$ cat src/rtl/loopback_pkg.sv
// Shared types and constants for the loopback traffic checker: generator
// state encoding, seed base and the Galois LFSR feedback masks per beat width.
package loopback_pkg;

  typedef enum logic [1:0] {
    GEN_DOWN = 2'd0,
    GEN_SEND = 2'd1,
    GEN_GAP  = 2'd2
  } gen_state_e;

  // Per-channel seed is SEED_BASE+ch+1; the low 16 bits are non-zero for any
  // realistic channel count, so no width ever truncates a seed to all-zero.
  localparam logic [63:0] SEED_BASE = 64'h0000_0000_1357_9BD0;

  // Right-shifting Galois masks of maximal-length polynomials.
  localparam logic [63:0] POLY_W16 = 64'h0000_0000_0000_B400;
  localparam logic [63:0] POLY_W32 = 64'h0000_0000_8020_0003;
  localparam logic [63:0] POLY_W64 = 64'hD800_0000_0000_0000;

  function automatic logic [63:0] lfsr_poly(input int width);
    case (width)
      16:      return POLY_W16;
      32:      return POLY_W32;
      64:      return POLY_W64;
      default: return 64'd0;
    endcase
  endfunction

  // One Galois step; the caller keeps bits above 'width' at zero.
  function automatic logic [63:0] lfsr_next(input logic [63:0] s, input int width);
    logic [63:0] n;
    n = s >> 1;
    if (s[0]) n = n ^ lfsr_poly(width);
    return n;
  endfunction

endpackage

$ cat src/rtl/prbs_lfsr.sv
// Galois PRBS register. Load takes priority over step; the reset value is a
// parameter so a data-dependent load seed can never leak into reset.
import loopback_pkg::*;

module prbs_lfsr #(
  parameter int           W       = 32,
  parameter logic [W-1:0] RST_VAL = '1
) (
  input  logic         clk,
  input  logic         rst,
  input  logic         load,
  input  logic [W-1:0] seed,
  input  logic         step,
  output logic [W-1:0] state
);

  logic [W-1:0] state_q, state_d;

  // Next state: reload, advance by one step, or hold.
  always_comb begin
    state_d = state_q;
    if (load)      state_d = seed;
    else if (step) state_d = W'(lfsr_next(64'(state_q), W));
  end

  // State register.
  always_ff @(posedge clk or posedge rst) begin
    if (rst) state_q <= RST_VAL;
    else     state_q <= state_d;
  end

  assign state = state_q;

endmodule

$ cat config.mk
export PLATFORM = sky130hd
export DESIGN_NAME = prbs_lfsr
export DESIGN_NICKNAME = d
export VERILOG_FILES = /design/src/rtl/loopback_pkg.sv /design/src/rtl/prbs_lfsr.sv
export SDC_FILE = /design/constraint.sdc
export NUM_CORES = 1
export LEC_CHECK = 0
export ABC_AREA = 1
export BUFFER_PORTS_ARGS = -buffer_cell sky130_fd_sc_hd__buf_2
export CAP_MARGIN = 20
export CORE_MARGIN = 8
export CORE_UTILIZATION = 49
export DETAILED_ROUTE_END_ITERATION = 16
export PLACE_DENSITY_LB_ADDON = 0.15
export SYNTH_ARGS = -nofsm -noshare
export SYNTH_HDL_FRONTEND = slang
export SYNTH_SLANG_ARGS = --single-unit
$ cat constraint.sdc
create_clock -name clk -period 1.3 [get_ports clk]
set_input_delay 0.195 -clock clk [delete_from_list [all_inputs] [get_ports clk]]
set_output_delay 0.195 -clock clk [all_outputs]
set_load 0.005 [all_outputs]
# ---- Word-level counts from Yosys, hierarchy flattened
# Index checks and enable logic that the tools add are counted.
dict set report op_classes {
  n_mux 6
  n_reduce_logical 1
  n_bitwise 1
}
# op count
set op_table {}
lappend op_table {{$mux W32} 6}
lappend op_table {{$xor A31 B32 Y32} 1}
lappend op_table {{$reduce_bool A2 Y1} 1}
dict set report totals {
  wordCells 9
  output_inout_bits 32
  ff_bits 32
  inputBits 36
}

# ---- Longest topological paths before layout
dict set report depth {
  word_depth 7
  depth_mapped 6
}

# ---- Worst setup path before layout
# OpenSTA, ideal clock, no wires.
dict set report synth_path {
  path_kind {flip-flop to flip-flop}
  startpoint {register state_q[0], in the netlist state[0]}
  endpoint {register state_q[21], in the netlist state[21]}
  path_slack_ns 0.431
  arrival_ns 0.809
  n_path_buf 0
  stages_incl_launch_ff 5
  cell_sequence {dfstp_2 > inv_1 > nand2_1 > nand3_1 > nand2_1}
}
dict set report synth_between {
  elab_chain_cells 3
}
# item line
set synth_lines {}
lappend synth_lines {{start, declared} prbs_lfsr.sv:17} ;# logic [W-1:0] state_q, state_d;
lappend synth_lines {{start signal, assigned} prbs_lfsr.sv:29} ;# else state_q <= state_d;
lappend synth_lines {{$mux W32} loopback_pkg.sv:33} ;# if (s[0]) n = n ^ lfsr_poly(width);
lappend synth_lines {{$mux W32} prbs_lfsr.sv:23} ;# else if (step) state_d = W'(lfsr_next(64'(state_q), W));
lappend synth_lines {{$mux W32} prbs_lfsr.sv:22} ;# if (load) state_d = seed;
# Every way passes these cells. The select of a mux whose other input is x is not followed.
# A chain may end at the register's enable or synchronous reset.

# ---- Final worst setup path
dict set report layout_path {
  startpoint {register state_q[0], in the netlist state[0]}
  endpoint {output port state[0]}
}
# item line
set layout_rtl {}
lappend layout_rtl {{end, declared} prbs_lfsr.sv:14} ;# output logic [W-1:0] state
# No word-level cell between the ends.

==> out/qor.log <==
[outcome] status finished clean
[critical_path] critical-path cell list buf_2
[clock_network] number of H-tree branching levels 2
[routing] Wirelength per Cell 12.8 um
[timing] RSZ-0062 raised after global routing no
[finish] FF+latch area 841 um2
[clock_network] clock tree root driver cell sky130_fd_sc_hd__clkbuf_4
[timing] max-slew violation total from the final report 0
[critical_path] CP bufs+invs 1
[global_route] number of global-route vias before repair 1529
[critical_path] Worst Path Max Fanout 7
[routing] Initial DRT Pass Iterations 4
[global_route] first-pass GRT wire length 6600 um
[power] Power per Cell Area 1160 nW/um2
[finish] footprint of the multi-input gates 569 um2
[routing] post-route antenna net violation count 0
[critical_path] worst reg-to-reg path cell count 4
[finish] growth of design area from synthesis to finish 30.2%
[finish] antenna cell count 0
[timing] shortest clock period the worst path allows after layout 1.25 ns
[global_route] Overall Global Routing Usage 15.9%
[synth] Mapped Cells 187
[power] clock group share of total power 26.1%
[timing] final hold violation count 0
[routing] detail-routed via count per cell 4.94
[power] part of the total power dissipated in sequential elements 56.0%
[synth] Mapped Area 1490 um2
[floorplanning] Die Height 71.2 um
[clock_network] total clock buffers created by CTS 5
[clock_network] worst skew pair latency 0.32 ns
[timing] # setup viols final 0
[global_route] maximum number of pins on one net before global-route repair 33
[finish] flip-flop count of the largest register after layout 32
[routing] Total Routed Length 3720 um
[critical_path] kind of end point of the critical path primary output
[timing] worst slew pin tran 0.391 ns
[flow_run] count of max-cap constraint violations 0
[global_route] GRT Residual Overflow 0
[critical_path] Crit path largest cell delay 0.59 ns
[critical_path] WP depth 1
[synth] sequential area share after synthesis 56.3%
[timing] Max transition margin 73.9%
[placed_design] setup slack after placement 0.392 ns
[timing] setup skew after layout 0.00888 ns
[routing] DRC marker count from the first detailed-route iteration 83
[timing] Worst Slack Setup Final 0.0538 ns
[placed_design] placed cells 282
[finish] most used cells in the layout excluding fill and tap cells sky130_fd_sc_hd__nand2_1 (99), sky130_fd_sc_hd__buf_2 (67), sky130_fd_sc_hd__nand3_1 (32), sky130_fd_sc_hd__dfstp_2 (32), sky130_fd_sc_hd__inv_1 (8)
[floorplanning] Die ar. 5070 um2
[routing] via count 1434
[critical_path] flop-to-flop setup slack 0.37 ns
[clock_network] TritonCTS clock tree done
[finish] Net count, final 292
[min_path] worst min-delay path category in2reg
[floorplanning] initial core utilization 50.2%
[floorplanning] row cnt 20
[floorplanning] Horiz. Die Dim 71.2 um
[critical_path] family of cells with the greatest summed delay on the critical path flip-flops
[power] portion of total power attributed to combinational logic 17.9%
[finish] most common library cell in the layout ignoring fill and taps sky130_fd_sc_hd__nand2_1
[clock_network] number of post-CTS setup repair buffers 0
[critical_path] arrival time worst endpoint 1.05 ns
[timing] period utilisation layout 95.9%
[clock_network] Gates resized, CTS repair 0
[power] net switching power 630 uW
[floorplanning] number of top-level pins 68
[clock_network] number of buffers on the longest clock path 2
[critical_path] Req. time, crit path 1.11 ns
[synth] Unique masters post-synth 10
[finish] fraction of final layout cells with drive strength greater than 1 44.7%
[placed_design] Port Buffers 67
[global_route] number of antenna violations at the first check in global routing 0
[synth] count of warnings emitted by yosys 0
[clock_network] # hold bufs at CTS 0
[placed_design] post-DP HPWL 2730 um
[power] worst vdd rail ir drop 0.646 mV
[finish] utilization after layout 65.3%
[power] Int Pwr 1630 uW
[synth] mean cell area of the mapped netlist 7.99 um2
[critical_path] Critical Setup Path Class reg2out
[synth] number of synthesized register bits 32
[placed_design] routability cong. 0.800
[power] static leakage 0.00102 uW
[timing] Fmax 0.802 GHz
[synth] synthesized net count 223
[finish] post-route insts no fill 290
[routing] final routed DRC violation total 0
[floorplanning] area of the core 2980 um2
[critical_path] slowest cell on the critical path sky130_fd_sc_hd__dfstp_2
[min_path] number of cells on the worst hold path 3
[critical_path] Worst Setup Start Kind flop
[finish] # fillers 279
[clock_network] clock transition at the registers of the reported paths 0.10 ns
[timing] Total Neg Setup Slack 0 ns
[power] switching fraction of total power 27.9%
[clock_network] TritonCTS Sinks 32
-- worst register-to-register path: cells and delay by family (launching register included) --
kind / cells / cell delay [ns]
DFF: 1 / 0.59
and+or+nand+nor: 3 / 0.21
buffers and inverters: 1 / 0.08
-- Yosys cell counts --
library cell	instances	area, um2
sky130_fd_sc_hd__buf_2	7	35.0
sky130_fd_sc_hd__dfstp_2	32	841
sky130_fd_sc_hd__inv_1	8	30.0
sky130_fd_sc_hd__buf_4	1	7.51
sky130_fd_sc_hd__nand2_1	99	372
sky130_fd_sc_hd__nor2_4	2	22.5
sky130_fd_sc_hd__inv_2	1	3.75
sky130_fd_sc_hd__clkbuf_1	2	7.51
sky130_fd_sc_hd__nand3_1	32	160
sky130_fd_sc_hd__a21oi_1	3	15.0
-- kinds of logic after synthesis --
| kind of cell | after synthesis | synth area share (%) |
|---|---|---|
| AO/OA/AOI/OAI | 3 | 1.00 |
| AND/OR/NAND/NOR | 133 | 37.1 |
| flip-flops | 32 | 56.3 |
| buffers and inverters | 19 | 5.61 |
-- through the flow --
step           power [uW]  hold WS (ns)  cell area (um2)
5_1_grt              2400        0.0562             1940
6_report             2260        0.0745             1940
4_1_cts              2290        0.0617             1940
2_1_floorplan        1470         0.311             1490
3_3_place_gp         1690         0.414             1880
3_5_place_dp         1700         0.418             1880
-- power by group through the flow --
stage | sequential [uW] | combinational, uW | clock [uW]
2_1_floorplan | 1280 | 188 | 0
3_3_place_gp | 1280 | 408 | 0
3_5_place_dp | 1280 | 416 | 0
4_1_cts | 1270 | 416 | 604
5_1_grt | 1290 | 464 | 646
6_report | 1270 | 405 | 590
-- area by class of cell --
| type | count | share of cell area, % |
|---|---|---|
| flip-flops and latches | 32 | 43.2 |
| well taps | 33 | 2.12 |
| multi-input cells | 136 | 29.3 |
| inverters | 9 | 1.74 |
| repair buffers | 72 | 20.5 |
| clock buffers | 6 | 2.64 |
| clock inverters | 2 | 0.515 |
-- layer usage --
metal	GRT usage, %	part of all wire, %	vias to the layer above
met4	4.62	0.46	0
met5	0	0	-
met3	6.97	7.7	4
met2	26.1	48	46
li1	-	-	719
met1	18.3	44	665
-- path summary, 6_finish.rpt --
path	endpoint	from
worst max-delay path	state[0]	state[0]$_DFFE_PP1P_
worst min-delay path	state[30]$_DFFE_PP1P_	seed[30]
worst max register to register	state[21]$_DFFE_PP1P_	state[0]$_DFFE_PP1P_
worst min register to register	state[24]$_DFFE_PP1P_	state[25]$_DFFE_PP1P_
max in group asynchronous	state[14]$_DFFE_PP1P_	rst
min in group asynchronous	state[17]$_DFFE_PP1P_	rst
(Power assumes the default switching activity.)
